`src/rtl/vitals_frame_rx.sv`:
```
// vitals_frame_rx
// Receives a serial stream of vital-sign words. The first word after reset
// is the subject age. Every later group of three words forms one frame:
// blood pressure, breath rate, heart beat. A completed frame is presented in
// a registered output slot with a valid/ready handshake.
//
// Optional feature: define FRAME_TIMEOUT_EN to build in a mid-frame watchdog.
// The watchdog drops a partial frame after TIMEOUT consecutive idle cycles
// and pulses timeout_err for one cycle. When the macro is not defined,
// timeout_err is tied to 0 and the receiver waits indefinitely mid-frame.
//
// Ports:
//   clk          sole clock, rising edge
//   rst_n        synchronous active-low reset
//   in_data      serial sample word (W bits)
//   in_valid     in_data is valid this cycle
//   in_ready     block can accept a word this cycle (combinational)
//   age          header word, captured once per reset
//   age_valid    age has been captured
//   bloodP       blood-pressure sample of the presented frame
//   breathR      breath-rate sample of the presented frame
//   heartB       heart-beat sample of the presented frame
//   frame_valid  bloodP/breathR/heartB hold a complete frame
//   frame_ready  downstream consumes the presented frame
//   frame_cnt    number of frames loaded into the slot, wraps at 256
//   timeout_err  one-cycle pulse when a partial frame is discarded
//
// state | meaning
// S_AGE | waiting for the age header word (only after reset)
// S_BP  | waiting for the blood-pressure word of a frame
// S_BR  | waiting for the breath-rate word
// S_HB  | waiting for the heart-beat word; stalls while the slot is full
module vitals_frame_rx #(
  parameter int W       = 10,
  parameter int TIMEOUT = 16
) (
  input  logic         clk,
  input  logic         rst_n,
  input  logic [W-1:0] in_data,
  input  logic         in_valid,
  output logic         in_ready,
  output logic [W-1:0] age,
  output logic         age_valid,
  output logic [W-1:0] bloodP,
  output logic [W-1:0] breathR,
  output logic [W-1:0] heartB,
  output logic         frame_valid,
  input  logic         frame_ready,
  output logic [7:0]   frame_cnt,
  output logic         timeout_err
);

  localparam logic [1:0] S_AGE = 2'd0;
  localparam logic [1:0] S_BP  = 2'd1;
  localparam logic [1:0] S_BR  = 2'd2;
  localparam logic [1:0] S_HB  = 2'd3;

  logic [1:0]   state;
  logic [W-1:0] bp_stg;
  logic [W-1:0] br_stg;
  logic         accept;

  // Only the heart-beat word needs the output slot, so only S_HB stalls.
  assign in_ready = !((state == S_HB) && frame_valid && !frame_ready);
  assign accept   = in_valid && in_ready;

`ifdef FRAME_TIMEOUT_EN
  localparam int IW = (TIMEOUT < 1) ? 1 : $clog2(TIMEOUT + 1);
  logic [IW-1:0] idle_cnt;
`else
  assign timeout_err = 1'b0;
`endif

  always_ff @(posedge clk) begin
    if (!rst_n) begin
      state       <= S_AGE;
      bp_stg      <= '0;
      br_stg      <= '0;
      age         <= '0;
      age_valid   <= 1'b0;
      bloodP      <= '0;
      breathR     <= '0;
      heartB      <= '0;
      frame_valid <= 1'b0;
      frame_cnt   <= 8'd0;
`ifdef FRAME_TIMEOUT_EN
      idle_cnt    <= '0;
      timeout_err <= 1'b0;
`endif
    end else begin
      // Consumption clears the slot; a same-edge load below overrides this.
      if (frame_ready)
        frame_valid <= 1'b0;

      if (accept) begin
        case (state)
          S_AGE: begin
            age       <= in_data;
            age_valid <= 1'b1;
            state     <= S_BP;
          end
          S_BP: begin
            bp_stg <= in_data;
            state  <= S_BR;
          end
          S_BR: begin
            br_stg <= in_data;
            state  <= S_HB;
          end
          default: begin
            bloodP      <= bp_stg;
            breathR     <= br_stg;
            heartB      <= in_data;
            frame_valid <= 1'b1;
            frame_cnt   <= frame_cnt + 8'd1;
            state       <= S_BP;
          end
        endcase
      end

`ifdef FRAME_TIMEOUT_EN
      timeout_err <= 1'b0;
      if (accept) begin
        idle_cnt <= '0;
      end else if ((state == S_BR || state == S_HB) && in_ready) begin
        // A stalled S_HB (in_ready=0) is back-pressure, not idleness, so it
        // neither counts nor clears. The terminal compare uses TIMEOUT-1 so
        // the drop happens on the edge ending the TIMEOUT-th idle cycle.
        if (idle_cnt == IW'(TIMEOUT - 1)) begin
          state       <= S_BP;
          bp_stg      <= '0;
          br_stg      <= '0;
          idle_cnt    <= '0;
          timeout_err <= 1'b1;
        end else begin
          idle_cnt <= idle_cnt + IW'(1);
        end
      end
`endif
    end
  end

endmodule

```
`config.mk`:
```
export PLATFORM = sky130hd
export DESIGN_NAME = vitals_frame_rx
export DESIGN_NICKNAME = d
export VERILOG_FILES = /design/src/rtl/vitals_frame_rx.sv
export SDC_FILE = /design/constraint.sdc
export NUM_CORES = 1
export LEC_CHECK = 0
export CAP_MARGIN = 20
export CORE_MARGIN = 2
export CORE_UTILIZATION = 44
export DETAILED_ROUTE_END_ITERATION = 8
export GPL_ROUTABILITY_DRIVEN = 1
export PLACE_DENSITY = 0.77
export SYNTH_ARGS = -nofsm -noshare
export SYNTH_HDL_FRONTEND = slang
export SYNTH_SLANG_ARGS = --single-unit
```
`constraint.sdc`:
```
create_clock -name clk -period 3.6 [get_ports clk]
set_input_delay 0.54 -clock clk [delete_from_list [all_inputs] [get_ports clk]]
set_output_delay 0.54 -clock clk [all_outputs]
set_load 0.1 [all_outputs]
```
# --- After elaboration in Yosys (flattened, before gate mapping) ---
# Index checks and enable logic that the tools add are counted.
totals:
  ramBits: 0
  latch_bits: 0
  inputBits: 14
  mem_bits_ro: 0
  memories: 0
  elab_cells: 30
  output_inout_bits: 52
  reg_bits: 72
classes:
  add_sub_neg: 1
  div_mod_pow: 0
  shift: 0
  mul: 0
  n_eq_ne: 3
  mux: 4
  order_cmp: 0
  bitwise: 1
  n_reduce_logical: 11
ops:
  columns: ["operator", "n"]
  rows:
  - ["adder 8 x 1 -> 8 bit, second input constant", 1]
  - ["AND reduction 2 bit", 4]
  - ["== test 2 bit, second input constant", 2]
  - ["one-hot mux 2 bit (2 select lines)", 1]
  - ["logical AND 1 bit", 3]
  - ["2-to-1 mux 1 bit", 3]
  - ["OR reduction 3 bit", 1]
  - ["== test 2 x 1 -> 1 bit, second input constant", 1]
  - ["logical NOT 1 bit", 2]
  - ["logical NOT 2 bit", 1]
  - ["inverter 1 bit", 1]

# --- Longest topological paths before layout ---
# Gate-level depths: netlist of the first run.
logic_depth:
  depth_word: 6
  ltp_mapped: 6

# --- Worst setup path before layout of the first run ---
# No wires, ideal clock.
synth_timing:
  kind: "register to output"
  start: "reg frame_valid"
  end: "out in_ready"
  setup_slack_ps: 1402
  stages_incl_launch_ff: 4
  t_arrival_ps: 1658
  path_cell_list: "dfxtp_1 > and3b_1 > inv_2 > buf_2"
synth_between:
  elab_chain_len: 3
synth_lines:
  columns: ["item", "line_no", "rtl"]
  rows:
  - ["from (decl)", "47", "output logic frame_valid,"]
  - ["from (signal assigned)", "84", "frame_valid <= 1'b0;"]
  - ["from (signal assigned)", "93", "frame_valid <= 1'b0;"]
  - ["from (signal assigned)", "114", "frame_valid <= 1'b1;"]
  - ["logical AND 1 bit (2 in a row)", "64", "assign in_ready = !((state == S_HB) && frame_valid && !frame_ready);"]
  - ["logical NOT 1 bit", "64", null]
  - ["to (decl)", "41", "output logic in_ready,"]
# No other way between the ends.

# --- Worst setup path after layout of the first run ---
layout_timing:
  start: "in frame_ready"
  end: "out in_ready"
layout_between:
  elab_chain_len: 3
layout_lines:
  columns: ["item", "line_no", "rtl"]
  rows:
  - ["from (decl)", "48", "input logic frame_ready,"]
  - ["logical NOT 1 bit", "64", null]
  - ["logical AND 1 bit", "64", null]
  - ["logical NOT 1 bit", "64", null]
# No other way between the ends.

==> results of run 1 <==
power groups by stage:
| stage | sequential, mW | combinational [mW] | clock, mW |
|---|---|---|---|
| final | 0.828 | 0.193 | 0.618 |
| after global routing | 0.830 | 0.205 | 0.668 |
| after CTS | 0.828 | 0.193 | 0.624 |
| after detailed placement | 0.845 | 0.192 | 0 |
| after global placement | 0.846 | 0.189 | 0 |
| after floorplan | 0.916 | 0.0699 | 0 |
flip-flops by register name (all words and copies together) (netlist names):
name         flops
age_valid        1
br_stg          10
frame_valid      1
state            2
bp_stg          10
heartB          10
frame_cnt        8
age             10
bloodP          10
breathR         10
how the worst min path moves through the flow:
stage                end  slack, ns  depth (start not counted)
3_3_place_gp   bp_stg[4]       0.45                          2
5_1_grt        bp_stg[3]       0.48                          2
4_1_cts        br_stg[3]       0.46                          2
2_1_floorplan  bp_stg[0]       0.43                          2
3_5_place_dp   bp_stg[3]       0.45                          2
6_report       br_stg[3]       0.46                          2
metrics by stage:
stage | worst slack [ns] | instances
global route | 0.977 | 465
floorplan | 1.40 | 336
detailed placement | 0.986 | 450
CTS | 1.07 | 465
global placement | 1.09 | 450
finish | 1.07 | 465
synthesized netlist by cell type:
cell type  instances  area share (%)
conb_1             1            0.13
clkbuf_1          16             2.0
o21ai_0           42             7.2
nor4b_1            2            0.60
nor4_1             3            0.64
buf_4              2            0.51
nand4_1            1            0.21
nand2_4            1            0.38
mux2i_1           25             8.5
buf_2              6             1.0
a21oi_1           47             8.0
o31ai_1            1            0.26
buf_6              4             1.5
or3_1              1            0.21
nor2b_4            1            0.47
nor2_1             1            0.13
dfxtp_1           72              49
and2_1             1            0.21
ha_1               6             2.6
a311oi_1           1            0.30
inv_1              4            0.51
and3b_1            1            0.30
and2_0             1            0.21
inv_2              1            0.13
buf_1              3            0.38
nand2_1           39             5.0
nand2b_1           6             1.3
or4_1              1            0.26
a21o_1             1            0.26
and3_1             2            0.43
nand3_1           43             7.3
critical path, stage by stage:
cell and delay [ns]:
clkdlybuf4s50_1 0.53, and3b_1 0.30, inv_2 0.27, buf_4 0.35
layer usage:
metal	track usage (%)	wire length, um	vias to the layer above
met2	29.1	3240	107
met4	7.36	68	0
met3	4.81	489	9
li1	-	-	1266
met5	0	0	-
met1	26.5	3150	1231
kinds of logic (layout without fill, tap and decap cells):
logic type | Yosys count | count (layout)
AO/OA/AOI/OAI | 92 | 92
adder cells (fa/ha/maj) | 6 | 6
buffers and inverters | 36 | 88
flip-flops | 72 | 72
multiplexers | 25 | 25
other | 1 | 1
AND/OR/NAND/NOR | 104 | 104
cells in the final DEF (no fill, tap or decap):
master,instances
conb_1,1
nand2_4,1
nor2b_4,1
and3_1,2
inv_2,1
inv_1,4
nor4b_1,2
ha_1,6
and3b_1,1
or3_1,1
nand2b_1,6
o31ai_1,1
nand3_1,43
or4_1,1
clkinvlp_4,1
a21oi_1,47
bufinv_16,1
nor2_1,1
nand2_1,39
a311oi_1,1
clkbuf_1,2
buf_4,5
a21o_1,1
and2_1,1
clkinv_2,1
nand4_1,1
clkdlybuf4s50_1,63
clkbuf_8,10
o21ai_0,42
mux2i_1,25
nor4_1,3
dfxtp_1,72
and2_0,1
area by class of cell:
class | instances | area share (%)
Clock buffer | 12 | 3.89
Clock inverter | 3 | 1.14
Inverter | 5 | 0.503
Multi-Input combinational cell | 228 | 35.3
Sequential cell | 72 | 38.7
Tap cell | 77 | 2.58
Timing Repair Buffer | 68 | 17.9
==> results.cfg, run 1 <==
[critical_path]
r2r-start = state[0]
crit_fanout = 18
crit_end = in_ready
startpoint_type = input pin
cp.required_ns = 3.06
rr_worst_depth = 5
r2r_end = bp_stg[2]
critPathCaptureType = output port
startpoint = frame_ready
rrSetupSlack_ns = 1.44
crit_arrival_ns = 1.99
path_class = input pin to output port

[final_layout]
drive_gt1_share_pct = 5.41
diodes = 0
area_growth_pct = 26.9
design_area_sq_um = 3730
final_util_pct = 58.4
multiInputGateArea_sq_um = 1320
fillers = 584
area.sequential_sq_um = 1440
nets = 404

[pwr]
p_sw_mw = 0.435
ir_worst_vdd_mv = 0.250
cellLeakagePower_nw = 1.26
cell_internal_pwr_mw = 1.20
seq_power_share_pct = 50.5
clock_power_share_pct = 37.7
swShare_pct = 26.6
power.total_mw = 1.64
p_comb_share_pct = 11.8
p_per_area_nw_per_um2 = 440

[global_routing]
grt_max_degree = 42
grt_usage_pct = 19.2
overflow = 0
grt_pass1_vias = 2346
antenna_found_initial = 0
grt_pass1_wl_um = 11200

[status]
status = finished, final reports clean

[place]
globalplace.congestion = 0.776
place_area_sq_um = 3540
hpwlAfterDp_um = 4660
port-buffer-count = 64

[min_path]
min_from = br_stg[3]
min_path_type = register to register

[clock_tree]
post_cts_resized = 0
htree_levels = 3
cts_setup_buffers = 0
hold_buffers = 0
cts-root-buf = clkbuf_8
clock_latency_ns = 0.34
cts.sinks = 72
clk_pin_slew_ns = 0.07
clockBufferDepth = 2
cts_buffers = 9
cts_tree = done

[sta]
tightest_slew_ns = 0.995
fin_tns_setup_ns = 0
finClkSkew_ns = 0.0100
whs_ns = 0.458
layout_min_cycle_time_ns = 2.53
maxSlewViolCount = 0
slew_headroom_pct = 33.4
fmax_ghz = 0.395
rsz0062_at_grt = no
hold_viol_final = 0
setup_viol = 0
post-route-period-util_pct = 70.4

[synth]
ys_ff_latch = 72
synth.avg_cell_area_sq_um = 8.74
synth.distinct_cells = 31
synth-xor-area-share_pct = 0
yosys.area_share.adder_pct = 2.56
postSynthCellCount = 336
yosysWarningCount = 0
synth_top_family_by_area = simple AND/OR/NAND/NOR gates
synth_area_sq_um = 2940
synth_nets = 356
synth_compound_area_share_pct = 16.0
ys_seq_area_share_pct = 49.1
synth.area.mux_share_pct = 8.52
synth-simple-area-share_pct = 17.6

[floorplan]
core_sq_um = 6390
dieArea_sq_um = 7350
dieHeight_um = 85.7
ios = 66
start_util_pct = 46.0
chipWidth_um = 85.7
fp-row-count = 29

[drt]
routed_via_density = 5.62
drt-total-wl_um = 6960
postRouteAntennaNets = 0
drc_errors = 0
wl_per_cell_um = 15.0
drt_iter0_drc = 166
firstDrtPassIters = 5
vias = 2613

[flow_run]
drv_cap = 0
(Power assumes the default switching activity.)
==> inputs of run 2 (changes only) <==
==> constraint.sdc (replaced) <==
create_clock -name clk -period 2.5 [get_ports clk]
set_input_delay 0.375 -clock clk [delete_from_list [all_inputs] [get_ports clk]]
set_output_delay 0.375 -clock clk [all_outputs]
set_load 0.1 [all_outputs]
==> run 2 against run 1 <==
Count of clock-buffer cells in the layout up 2; final cell count rose by 0.86%; register-to-register slack worse by 0.89 ns; combinational power up 41%; die area unchanged; critical path depth is 1 higher; routed wire length is 3.0% lower; critical endpoint unchanged.
==> results.cfg, run 2 (synthesis gave the netlist of run 1 again) <==
[sta]
setup_viol = 0
hold_viol_final = 0
finClkSkew_ns = 0.00761
fin_tns_setup_ns = 0
layout_min_cycle_time_ns = 2.26
rsz0062_at_grt = no
post-route-period-util_pct = 90.3
slew_headroom_pct = 60.4
tightest_slew_ns = 0.595
whs_ns = 0.460
fmax_ghz = 0.443
maxSlewViolCount = 0

[clock_tree]
cts_tree = done
hold_buffers = 0
cts_setup_buffers = 0
htree_levels = 3
clockBufferDepth = 2
cts.sinks = 72
post_cts_resized = 0
clock_latency_ns = 0.34
clk_pin_slew_ns = 0.07
cts_buffers = 9
cts-root-buf = clkbuf_8

[final_layout]
area_growth_pct = 23.8
multiInputGateArea_sq_um = 1320
diodes = 0
area.sequential_sq_um = 1440
stdcell_count = 469
nets = 407
design_area_sq_um = 3640
mostFrequentLayoutCells = dfxtp_1 (72), buf_4 (57), a21oi_1 (47), nand3_1 (43), o21ai_0 (42)
fillers = 583
drive_gt1_share_pct = 19.1
mostFrequentLayoutCell = dfxtp_1

[drt]
vias = 2566
drt-total-wl_um = 6750
routed_via_density = 5.47
drc_errors = 0
postRouteAntennaNets = 0
firstDrtPassIters = 4
drt_iter0_drc = 148
wl_per_cell_um = 14.4

[critical_path]
rrSetupSlack_ns = 0.55
r2r-start = state[0]
cp.required_ns = 2.12
crit_arrival_ns = 1.88
crit_fanout = 16
path_class = register to output port
critPathCaptureType = output port
startpoint_type = register
r2r_end = br_stg[8]
rr_worst_depth = 5

[pwr]
power.total_mw = 2.31
p_sw_mw = 0.626
seq_power_share_pct = 51.5
cell_internal_pwr_mw = 1.69
cellLeakagePower_nw = 1.38
p_comb_share_pct = 11.8
p_per_area_nw_per_um2 = 636
ir_worst_vdd_mv = 0.451
swShare_pct = 27.0
clock_power_share_pct = 36.7

[min_path]
hold_depth = 2
min_from = bp_stg[5]
min_path_type = register to register
whs_endpoint = bp_stg[5]

[place]
place_area_sq_um = 3450
port-buffer-count = 64
globalplace.congestion = 0.787
hpwlAfterDp_um = 4600
dp_cells = 453

[status]
status = finished, final reports clean

[floorplan]
chipWidth_um = 85.7
fp-row-count = 29
dieArea_sq_um = 7350
ios = 66
start_util_pct = 46.0
core_sq_um = 6390
dieHeight_um = 85.7

[flow_run]
drv_cap = 0

[global_routing]
grt-busiest-layer = met2
antenna_found_initial = 0
grt_max_degree = 42
grt_use_met1_pct = 25.8
grt_usage_pct = 19.4
grt_pass1_vias = 2364
grt_pass1_wl_um = 11400
grt_use_met2_pct = 29.0
overflow = 0
use_met3_pct = 8.18
-- run 2: cell types whose count changed in the layout (fill, tap and decap cells not counted), sizes merged --
cell / before / now
buf: 5 / 58
bufinv: 1 / 0
clkbuf: 12 / 14
clkdlybuf4s50: 63 / 13
-- run 2: worst max path at each step --
stage | startpoint | end | depth (start not counted)
after CTS | state[0] | in_ready | 5
final | state[0] | in_ready | 5
after global routing | state[0] | in_ready | 5
after detailed placement | frame_ready | bp_stg[1] | 5
after floorplan | frame_cnt[0] | frame_cnt[2] | 4
after global placement | frame_ready | bp_stg[6] | 5
-- run 2: power by group through the flow --
stage	logic (mW)	registers [mW]	clock network [mW]
3_5_place_dp	0.274	1.22	0
3_3_place_gp	0.269	1.22	0
6_report	0.273	1.19	0.849
2_1_floorplan	0.101	1.32	0
5_1_grt	0.292	1.19	0.934
4_1_cts	0.274	1.19	0.875
-- run 2: final cells by class --
type | count | area share (%)
well taps | 77 | 2.65
flip-flops and latches | 72 | 39.6
multi-input cells | 228 | 36.2
clock buffers | 14 | 4.75
repair buffers | 71 | 15.9
inverters | 5 | 0.516
clock inverters | 2 | 0.344
-- run 2: critical path: stages (launching register included) --
cell and delay, ns:
dfxtp_1 0.42, ha_1 0.27, and3b_1 0.39, inv_2 0.08
buf_4 0.21, buf_12 0.18
-- run 2: metal layers --
| layer | routed length (um) | vias to the layer above |
|---|---|---|
| li1 | - | 1270 |
| met1 | 3020 | 1198 |
| met2 | 3110 | 94 |
| met3 | 568 | 4 |
| met4 | 47 | 0 |
| met5 | 0 | - |
-- run 2: per-stage QoR --
step | setup slack [ns] | utilization (%)
finish | 0.242 | 56.9
global route | 0.150 | 56.9
CTS | 0.235 | 56.9
detailed placement | 0.304 | 54.0
global placement | 0.353 | 54.0
floorplan | 0.462 | -
